File: config.mk
export PLATFORM = sky130hd
export DESIGN_NAME = tone_gen
export DESIGN_NICKNAME = d
export VERILOG_FILES = /design/src/rtl/tone_gen_pkg.sv /design/src/rtl/tone_gen.sv
export SDC_FILE = /design/constraint.sdc
export NUM_CORES = 1
export LEC_CHECK = 0
export ABC_AREA = 1
export BUFFER_PORTS_ARGS = -buffer_cell sky130_fd_sc_hd__buf_2
export CORE_MARGIN = 2
export CORE_UTILIZATION = 51
export CTS_BUF_LIST = sky130_fd_sc_hd__clkbuf_8
export CTS_CLUSTER_SIZE = 30
export DETAILED_ROUTE_END_ITERATION = 8
export GPL_ROUTABILITY_DRIVEN = 0
export PLACE_DENSITY_LB_ADDON = 0.3
export SYNTH_ARGS = -nofsm -noshare
export SYNTH_HDL_FRONTEND = slang
export SYNTH_SLANG_ARGS = --single-unit
File: constraint.sdc
create_clock -name clock -period 1.87 [get_ports clock]
set_clock_uncertainty 0.05 [all_clocks]
set_input_delay 0.374 -clock clock [delete_from_list [all_inputs] [get_ports clock]]
set_output_delay 0.374 -clock clock [all_outputs]
set_load 0.01 [all_outputs]
File: src/rtl/tone_gen_pkg.sv
// Shared constants, state encoding and note-period lookup for the tone generator.
// Combinational helpers only; no latency or flow control of their own.
// The lookup and the generator share the half-period width defined here.
package tone_gen_pkg;

    localparam int DEF_PERIOD_W   = 19;
    localparam int DEF_MIN_PERIOD = 16;

    typedef enum logic [1:0] {
        IDLE  = 2'd0,
        RUN   = 2'd1,
        DRAIN = 2'd2
    } tone_state_t;

    typedef logic [DEF_PERIOD_W-1:0] period_t;

    // Half-period counts for C4..B4 with a 50 MHz clock.
    function automatic period_t half_period(input logic [3:0] idx);
        period_t p;
        case (idx)
            4'd0:    p = period_t'(95557);
            4'd1:    p = period_t'(90194);
            4'd2:    p = period_t'(85131);
            4'd3:    p = period_t'(80353);
            4'd4:    p = period_t'(75843);
            4'd5:    p = period_t'(71587);
            4'd6:    p = period_t'(67569);
            4'd7:    p = period_t'(63776);
            4'd8:    p = period_t'(60197);
            4'd9:    p = period_t'(56818);
            4'd10:   p = period_t'(53629);
            4'd11:   p = period_t'(50619);
            default: p = '0;
        endcase
        return p;
    endfunction

    // Lowest selected note wins when several select bits are set.
    function automatic period_t note_period(input logic [11:0] note_sel);
        period_t p;
        p = '0;
        for (int i = 11; i >= 0; i--) begin
            if (note_sel[i]) p = half_period(4'(i));
        end
        return p;
    endfunction

endpackage

File: src/rtl/tone_gen.sv
// Square-wave tone generator with clean note-off (always ends low); TONE_GEN_OCTAVE_EN adds octave shift.
// Latency: audio_out rises one cycle after start; each half lasts exactly period_q cycles.
// No backpressure: inputs are sampled every cycle, period only at note start and half boundaries.
module tone_gen
    import tone_gen_pkg::*;
#(
    parameter int PERIOD_W   = DEF_PERIOD_W,
    parameter int MIN_PERIOD = DEF_MIN_PERIOD
) (
    input  logic                clock,
    input  logic                reset,
    input  logic                enable,
    input  logic                note_valid,
    input  logic [PERIOD_W-1:0] period,
`ifdef TONE_GEN_OCTAVE_EN
    input  logic [1:0]          octave,
`endif
    output logic                audio_out,
    output logic                edge_tick,
    output logic                busy,
    output logic [PERIOD_W-1:0] period_q
);

    localparam logic [PERIOD_W-1:0] MIN_P = PERIOD_W'(MIN_PERIOD);
    localparam logic [PERIOD_W-1:0] ONE   = PERIOD_W'(1);

    tone_state_t         state;
    logic [PERIOD_W-1:0] cnt;
    logic [PERIOD_W-1:0] eff_period;
    logic                start;
    logic                boundary;

`ifdef TONE_GEN_OCTAVE_EN
    assign eff_period = period >> octave;
`else
    assign eff_period = period;
`endif

    assign start    = enable & note_valid & (eff_period >= MIN_P);
    assign boundary = (cnt == period_q - ONE);

    always_ff @(posedge clock) begin
        if (reset) begin
            state     <= IDLE;
            cnt       <= '0;
            audio_out <= 1'b0;
            edge_tick <= 1'b0;
            busy      <= 1'b0;
            period_q  <= '0;
        end else begin
            edge_tick <= 1'b0;
            unique case (state)
                IDLE: begin
                    cnt       <= '0;
                    audio_out <= 1'b0;
                    if (start) begin
                        period_q  <= eff_period;
                        audio_out <= 1'b1;
                        busy      <= 1'b1;
                        state     <= RUN;
                    end
                end
                RUN: begin
                    if (boundary) begin
                        cnt       <= '0;
                        audio_out <= ~audio_out;
                        edge_tick <= 1'b1;
                        if (start) period_q <= eff_period;
                        else       state    <= DRAIN;
                    end else begin
                        cnt <= cnt + ONE;
                        if (!(enable && note_valid)) state <= DRAIN;
                    end
                end
                DRAIN: begin
                    // Finish the current half; a high half falls here so no pulse is truncated.
                    if (boundary) begin
                        cnt   <= '0;
                        busy  <= 1'b0;
                        state <= IDLE;
                        if (audio_out) begin
                            audio_out <= 1'b0;
                            edge_tick <= 1'b1;
                        end
                    end else begin
                        cnt <= cnt + ONE;
                        if (start) state <= RUN;
                    end
                end
                default: begin
                    state     <= IDLE;
                    cnt       <= '0;
                    audio_out <= 1'b0;
                    busy      <= 1'b0;
                end
            endcase
        end
    end

endmodule

==> flow_summary.json, run 1 <==
{
  "status": "finished with violations",
  "violations": "setup timing",
  "yosysWarnings": 0,
  "cp_slowest_stage_delay_ps": 350,
  "clk_pin_slew_ps": 90,
  "first_iter_violations": 262,
  "htree_levels": 2,
  "layout_commonest_cell": "nand2_1",
  "max-clock-path-buffers": 2,
  "endpoint_kind": "flip-flop",
  "setup_viol": 43,
  "worst-path-buf-inv": 4,
  "cts-buffers-inserted": 5,
  "yosys-top-cells-area": "dfxtp_1 32%, nand2_1 15%, nand3_1 8.0%",
  "async_flop_share": 0,
  "timing.rr.start": "period_q[0]",
  "gr-total-overflow": 0,
  "path_max_fanout": 7,
  "rsz0062_at_grt": "yes",
  "synth.avg_cell_area_sq_um": 6.504,
  "grt_usage": 0.2750,
  "synth_seq_area_share": 0.3197,
  "grt_pass1_wl_mm": 13.33,
  "viasPerCell": 5.328,
  "drive_gt1_frac": 0.3542,
  "hold_viol": 0,
  "rows": 26,
  "path_class": "flip-flop to flip-flop",
  "peakVddDrop_uv": 427.3,
  "reg2reg_depth": 15,
  "syn_to_final_growth_pct": 44.66,
  "final_cells": 598,
  "vias": 3186,
  "drc": 0,
  "ys_types": 30,
  "diodes": 0,
  "path_cells": "inv_2 -> buf_4 -> nand2_2 -> nor2_4 -> nand3_2 -> nand2_1 -> nand2_1 -> nor2_2 -> nand3_2 -> nor2_4 -> inv_4 -> nand2_8 -> clkbuf_16 -> nand3_2 -> a21oi_2",
  "critical_path.slowest_cell": "dfxtp_4",
  "grt_antenna_before_repair": 0,
  "cp-start-kind": "flip-flop",
  "fin_crit_ps": 2216,
  "power_density_mw_per_mm2": 644.4,
  "pre_cts_ws_ps": -363.8,
  "grt_pass1_vias": 3032,
  "routedWlPerCell_um": 13.81,
  "die_area_sq_mm": 0.005877,
  "wl_mm": 8.259,
  "ant_nets": 0,
  "drv_slew": 0,
  "cts_tree": "built",
  "period_share": 1.185,
  "dp.cells": 576,
  "startpoint": "period_q[0]",
  "port_buffers": 44,
  "grt_max_degree": 24,
  "worst-path-stages": 15,
  "maxCapViolations": 0,
  "layout_setup_ws_ps": -346.3,
  "crit_top_cell": "nand3_2",
  "drtPass1Iterations": 6,
  "io_pins": 45,
  "cts-root-buf": "clkbuf_8",
  "r2r_slack_ps": -350,
  "relSlewSlack": 0.5728,
  "clk_latency_ps": 310,
  "fin_nets": 556,
  "fmax_mhz": 451.2,
  "core_area_sq_mm": 0.005107,
  "synth_top_cell_by_area": "dfxtp_1",
  "p_leak_nw": 1.830,
  "syn-instance-count": 414,
  "arrival_ps": 2400,
  "synth_seq_cells": 43,
  "die_y_um": 76.66,
  "min_path_type": "input port to flip-flop",
  "syn-num-nets": 443,
  "yosysTopAreaCellShare": 0.3197,
  "synthFlopType": "dfxtp_1",
  "cts.sinks": 43,
  "crit_path_end": "period_q[16]",
  "synth_enable_flop_cells": 0,
  "worstReg2RegEnd": "period_q[16]",
  "tightestPinTransition_ps": 638.4,
  "netlist_area_sq_mm": 0.002693,
  "dp_hpwl_mm": 5.498,
  "final_cell_mix": "103 x nand2_1, 59 x buf_4, 46 x inv_1, 44 x buf_2, 42 x nor2_1",
  "start_util": 0.5272,
  "critical_path.top_delay_family": "simple AND/OR/NAND/NOR gates",
  "worstPathRequired_ps": 2050,
  "die_w_um": 76.66
}
[Yosys cell counts (3+ instances only)]
cell,count
a21oi_1,26
buf_2,3
buf_6,3
clkbuf_1,3
dfxtp_1,43
ha_1,6
inv_1,48
inv_2,4
nand2_1,110
nand3_1,43
nand3b_1,3
nand4_1,4
nor2_1,50
nor2_2,3
nor2_4,3
nor3_1,10
nor3b_1,4
nor4_1,4
o21ai_0,6
xnor2_1,9
xor2_1,16
[report_power, final]
| part | switching, mW | internal, mW | leakage (nW) |
|---|---|---|---|
| Combinational | 0.526 | 0.406 | 1.44 |
| Clock | 0.330 | 0.254 | 0.0392 |
| Sequential | 0.0433 | 0.951 | 0.351 |
[final cells by class]
class	instances	area [sq um]
timing repair buffer	114	827.0
sequential	43	870.8
inverter	52	200.2
multi-input combinational	311	1826
tap	70	87.58
fill	346	1212
clock inverter	3	15.01
clock buffer	5	68.82
[worst min-delay path by stage]
stage	to	slack, ps	startpoint	cells after the start
3_3_place_gp	busy	390	busy	2
2_1_floorplan	cnt[0]	390	cnt[0]	1
6_report	period_q[1]	270	period[1]	3
4_1_cts	period_q[0]	260	period[0]	3
5_1_grt	period_q[1]	270	period[1]	3
3_5_place_dp	busy	400	busy	2
[per-stage QoR]
| step | hold slack, ps | util | instance area [sq um] | power (mW) | setup TNS (ps) |
|---|---|---|---|---|---|
| 4_1_cts | 256.0 | 0.7291 | 3724 | 2.366 | -9616 |
| 6_report | 265.1 | 0.7626 | 3895 | 2.510 | -12860 |
| 5_1_grt | 270.4 | 0.7626 | 3895 | 2.647 | -20100 |
| 3_3_place_gp | 389.5 | 0.6725 | 3435 | 1.706 | -10070 |
| 3_5_place_dp | 395.1 | 0.6725 | 3435 | 1.722 | -11830 |
| 2_1_floorplan | 390.9 | - | 2736 | 1.479 | -704.9 |
[kinds of logic (layout without fill, tap and decap cells)]
group / Yosys count / count (layout) / share of synthesized area
XOR/XNOR: 25 / 25 / 0.08132
AND/OR/NAND/NOR: 243 / 244 / 0.4085
buffers and inverters: 61 / 174 / 0.09479
AO/OA/AOI/OAI: 36 / 36 / 0.06785
flip-flops: 43 / 43 / 0.3197
adder cells (fa/ha/maj): 6 / 6 / 0.02788
[per-layer routing]
metal,GRT usage,share of wire,wire (um)
met1,0.3346,0.41,3403
met2,0.4877,0.50,4101
met3,0.03059,0.054,448
met4,0.1200,0.037,305
met5,0,0,0
[state kept, by name, indices dropped and copies added (netlist names)]
| name | count |
|---|---|
| edge_tick | 1 |
| busy | 1 |
| period_q | 19 |
| audio_out | 1 |
| state | 2 |
| cnt | 19 |
[what timing repair did]
| action | in CTS | in global routing |
|---|---|---|
| gates cloned | 2 | 1 |
| resized for setup | 35 | 25 |
| setup endpoints to repair | 43 | 43 |
| hold buffers | 0 | 0 |
| pin swaps | 5 | 4 |
| buffers inserted | 6 | 5 |
[tightest hold or removal path, cell delays in order]
cell and delay, ps:
buf_2 100, nand3_2 60, a21oi_1 50
Power figures use the tool's default switching activity.
==> inputs of run 2 (changes only) <==
- CORE_MARGIN: 2 -> not set
==> run 2 against run 1 <==
Against the previous run: the run still ends with setup timing left; register-to-register slack worse by 90 ps; non-clock buffer count down 5; routed wire length down 0.30%; critical path depth down 1; worst setup slack worse by 91 ps; via count down 0.41%; largest power group unchanged; clock-buffer cell count unchanged.
==> flow_summary.json, run 2 (synthesis results as in run 1) <==
{
  "r2r_slack_ps": -440,
  "reg2reg_depth": 14,
  "layout_commonest_cell": "nand2_1",
  "power_density_mw_per_mm2": 660.5,
  "cp_slowest_stage_delay_ps": 380,
  "top_regs": "cnt (19), period_q (19), state (2)",
  "diodes": 0,
  "drtPass1Iterations": 5,
  "cts.sinks": 43,
  "hold_buffers": 0,
  "core_area_sq_mm": 0.005107,
  "clk_pin_slew_ps": 90,
  "grt_usage": 0.2895,
  "vias": 3173,
  "grt_pass1_vias": 2843,
  "max-clock-path-buffers": 2,
  "routedWlPerCell_um": 13.89,
  "finalInstanceArea_sq_mm": 0.003880,
  "grt_pass1_wl_mm": 12.34,
  "dp_hpwl_mm": 5.554,
  "hold_viol": 0,
  "dpl_cell_area_sq_mm": 0.003455,
  "final_cell_mix": "100 x nand2_1, 57 x buf_4, 48 x inv_1, 44 x buf_2, 40 x dfxtp_1",
  "setup_viol": 43,
  "endpoint_kind": "flip-flop",
  "path_cells": "nor2_2 -> nand2_2 -> nor2_4 -> nand3_1 -> nand2_1 -> nand2_1 -> nor2_2 -> nand3_2 -> nor2_2 -> inv_2 -> nand2_8 -> nand2_4 -> nand2_1 -> a21oi_2",
  "fin_crit_ps": 2307,
  "period_share": 1.234,
  "violations": "setup timing",
  "grt_max_degree": 24,
  "ant_nets": 0,
  "maxCapViolations": 0,
  "wl_mm": 8.234,
  "p_leak_nw": 1.832,
  "cts-buffers-inserted": 5,
  "port_buffers": 44,
  "cts_tree": "built",
  "drv_slew": 0,
  "layout_setup_ws_ps": -437.4,
  "relSlewSlack": 0.5524,
  "syn_to_final_growth_pct": 44.10,
  "critical_path.slowest_cell": "dfxtp_1",
  "tightestPinTransition_ps": 669.0,
  "cts-root-buf": "clkbuf_8",
  "power_mw": 2.563,
  "worstPathRequired_ps": 2000,
  "peakVddDrop_uv": 496.4,
  "rows": 26,
  "viasPerCell": 5.351,
  "min_path_type": "input port to flip-flop",
  "die_area_sq_mm": 0.005574,
  "gr-total-overflow": 0,
  "fin_nets": 551,
  "whs_ps": 285.6,
  "rsz0062_at_grt": "yes",
  "start_util": 0.5272,
  "grt_antenna_before_repair": 0,
  "hold_path_depth": 3,
  "status": "finished with violations",
  "arrival_ps": 2440,
  "cp-start-kind": "flip-flop",
  "fmax_mhz": 433.4,
  "io_pins": 45,
  "clk_latency_ps": 300,
  "htree_levels": 2,
  "die_y_um": 74.66,
  "drive_gt1_frac": 0.3595,
  "first_iter_violations": 167,
  "path_class": "flip-flop to flip-flop",
  "die_w_um": 74.66,
  "drc": 0,
  "path_max_fanout": 9
}
==> run 2: cell count changes in the layout (fill, tap and decap cells not counted), sizes merged <==
cell,change
bufinv,+1
clkinv,-2
buf,-5
inv,+2
clkinvlp,-1
==> run 2: final timing paths <==
check	startpoint	endpoint
min	period[4]	period_q[4]
max reg2reg	period_q[2]	period_q[0]
max	period_q[2]	period_q[0]
min reg2reg	busy	busy
==> run 2: final cells by class <==
class	count	area, sq um
Multi-Input combinational cell	311	1838
Fill cell	370	1227
Sequential cell	43	869.6
Timing Repair Buffer	109	778.2
Inverter	52	200.2
Tap cell	70	87.58
Clock buffer	5	68.82
Clock inverter	3	37.54
==> run 2: report_power, final <==
part | internal (mW) | switching [mW] | total, mW
Sequential | 0.951 | 0.0433 | 0.994
Combinational | 0.361 | 0.493 | 0.854
Clock | 0.389 | 0.325 | 0.714
==> run 2: per-layer routing <==
metal | vias up | track usage | part of all wire
met5 | - | 0 | 0
met3 | 25 | 0.04953 | 0.053
met4 | 0 | 0.1384 | 0.030
li1 | 1535 | - | -
met1 | 1488 | 0.3461 | 0.41
met2 | 125 | 0.5045 | 0.51
==> run 2: through the flow <==
stage | worst slack [ps] | std cells | util | setup TNS (ps)
2_1_floorplan | -71.69 | 414 | - | -704.9
3_3_place_gp | -346.7 | 577 | 0.6764 | -11750
3_5_place_dp | -397.6 | 577 | 0.6764 | -13020
4_1_cts | -311.5 | 590 | 0.7313 | -10340
5_1_grt | -504.3 | 593 | 0.7597 | -17070
6_report | -437.4 | 593 | 0.7597 | -13920
==> run 2: critical path, delay by kind of cell, from the launching register on <==
kind | cells | cell delay, ps
and+or+nand+nor | 12 | 1590
DFF | 1 | 380
buffers and inverters | 1 | 100
AOI/OAI and AO/OA | 1 | 70
==> run 2: repair_timing <==
action                                  CTS  global route
gates resized for setup                  34            28
gates cloned                              1             1
setup buffers                             4             3
endpoints found under the hold margin     0             0
endpoints found under the setup margin   43            43
pin swaps                                 9            13
==> inputs of run 3 (changes only) <==
- clock period: 1.87 -> 2.1 ns (I/O delays scaled with it)
==> run 3 against run 2 <==
Against the previous run: cell area decreased by 11%; highest routed layer unchanged; via count fell by 10%; the run still ends with setup timing left; die area unchanged; final cell count is 6.6% lower.
==> flow_summary.json, run 3 (synthesis results as in run 1) <==
{
  "routedWlPerCell_um": 12.14,
  "fmax_mhz": 465.7,
  "arrival_ps": 2270,
  "cp-start-kind": "flip-flop",
  "core_area_sq_mm": 0.005107,
  "power_mw": 2.195,
  "min_path_type": "input port to flip-flop",
  "worstPathRequired_ps": 2230,
  "layout_commonest_cell": "nand2_1",
  "cts-buffers-inserted": 5,
  "fin_util": 0.6776,
  "status": "finished with violations",
  "clk_latency_ps": 300,
  "drv_slew": 0,
  "violations": "setup timing",
  "drt-met1-wl_mm": 3.108,
  "layout_setup_ws_ps": -47.43,
  "grt_max_degree": 24,
  "fin_crit_ps": 2147,
  "path_max_fanout": 12,
  "wl_mm": 6.728,
  "die_y_um": 74.66,
  "power.clock.fraction": 0.288,
  "syn_to_final_growth_pct": 28.53,
  "ant_nets": 0,
  "cts.sinks": 43,
  "critical_path.top_delay_family": "simple AND/OR/NAND/NOR gates",
  "worst-path-buf-inv": 4,
  "grt_pass1_vias": 2456,
  "hold_buffers": 0,
  "period_share": 1.023,
  "hold_viol": 0,
  "dp_hpwl_mm": 4.953,
  "fin_nets": 513,
  "grt_pass1_wl_mm": 10.76,
  "peakVddDrop_uv": 530.1,
  "max-clock-path-buffers": 2,
  "drtPass1Iterations": 4,
  "seqPwrFrac": 0.407,
  "gr-total-overflow": 0,
  "rsz0062_at_grt": "yes",
  "rows": 26,
  "endpoint_kind": "flip-flop",
  "clk_pin_slew_ps": 80,
  "grt_usage": 0.2496,
  "combPwrFrac": 0.305,
  "top_regs": "cnt (19), period_q (19), state (2)",
  "p_leak_nw": 1.584,
  "cp_slowest_stage_delay_ps": 330,
  "first_iter_violations": 123,
  "dpl_cell_area_sq_mm": 0.003151,
  "die_w_um": 74.66,
  "die_area_sq_mm": 0.005574,
  "grt_antenna_before_repair": 0,
  "tightestPinTransition_ps": 489.5,
  "top_layer_used": "met4",
  "port_buffers": 44,
  "drive_gt1_frac": 0.2645,
  "power_density_mw_per_mm2": 634.2,
  "path_class": "flip-flop to flip-flop",
  "diodes": 0,
  "htree_levels": 2,
  "drc": 0,
  "tns_ps": -498.3,
  "p_int_mw": 1.479,
  "cts-root-buf": "clkbuf_8",
  "relSlewSlack": 0.6733,
  "vias": 2853,
  "start_util": 0.5272,
  "path_cells": "inv_2 -> ha_4 -> nand3_4 -> nor2_4 -> buf_4 -> nand4_1 -> nand2_1 -> nor2_1 -> nand3_1 -> nor2_2 -> inv_2 -> nand2_8 -> buf_12 -> nand3_1 -> a21oi_2",
  "viasPerCell": 5.150,
  "critical_path.slowest_cell": "dfxtp_2",
  "maxCapViolations": 0,
  "io_pins": 45,
  "p_switching_uw": 715.6,
  "finalInstanceArea_sq_mm": 0.003461,
  "swShare": 0.3260,
  "setup_viol": 20,
  "final_cell_mix": "105 x nand2_1, 47 x inv_1, 44 x buf_2, 43 x nor2_1, 39 x nand3_1",
  "route.met2.wl_mm": 3.354,
  "wl_met3_um": 191,
  "cts_tree": "built"
}
-- run 3: changes by cell type in the layout (fill, tap and decap cells not counted), moves of 4 or more --
cell     before  now
nor2_1       37   43
nand2_1     100  105
nand3_1      30   39
nand3_2      11    3
buf_4        57   23
nor2_2       16    8
nand2_4       5    1
dfxtp_2       1    5
-- run 3: cell type report --
cell class / count / area [sq um]
repair buffers: 71 / 464.2
fillers: 453 / 1647
multi-input cells: 311 / 1740
clock buffers: 5 / 68.82
well taps: 70 / 87.58
clock inverters: 2 / 37.54
inverters: 52 / 195.2
flip-flops and latches: 43 / 867.1
-- run 3: path summary, 6_finish.rpt --
path / start / end / slack (ps) / cells past startpoint
max reg2reg: period_q[0] / period_q[8] / -50 / 15
max: period_q[0] / period_q[8] / -50 / 15
min: period[0] / period_q[0] / 330 / 3
min reg2reg: busy / busy / 400 / 2
-- run 3: repair_timing --
action | 4_1_cts | 5_1_grt
setup endpoints to repair | 43 | 43
resized for setup | 18 | 23
cloned | 1 | 0
hold endpoints to repair | 0 | 0
buffers inserted | 2 | 2
pin swaps | 4 | 5
-- run 3: power by group through the flow --
stage | logic (mW) | clock network (mW) | registers [mW]
floorplan | 0.390 | 0 | 0.914
global placement | 0.562 | 0 | 0.908
detailed placement | 0.574 | 0 | 0.908
CTS | 0.632 | 0.638 | 0.891
global route | 0.744 | 0.679 | 0.898
finish | 0.669 | 0.633 | 0.893
-- run 3: per-layer routing --
layer  up-vias  global-route usage
met2        57              0.4264
met1      1323              0.3295
li1       1462                   -
met3        11             0.04016
met5         -                   0
met4         0             0.06080
-- run 3: tightest hold or removal path: stages --
cell	delay (ps)
buf_2	100
nand3_1	70
a21oi_1	60
-- run 3: per-stage QoR --
stage               cells  hold WS [ps]  worst slack [ps]
finish                554         332.0            -47.43
global route          554         337.4            -197.0
CTS                   552         328.5            -35.58
global placement      542         388.3            -97.39
floorplan             414         391.1             9.516
detailed placement    542         392.3            -172.2
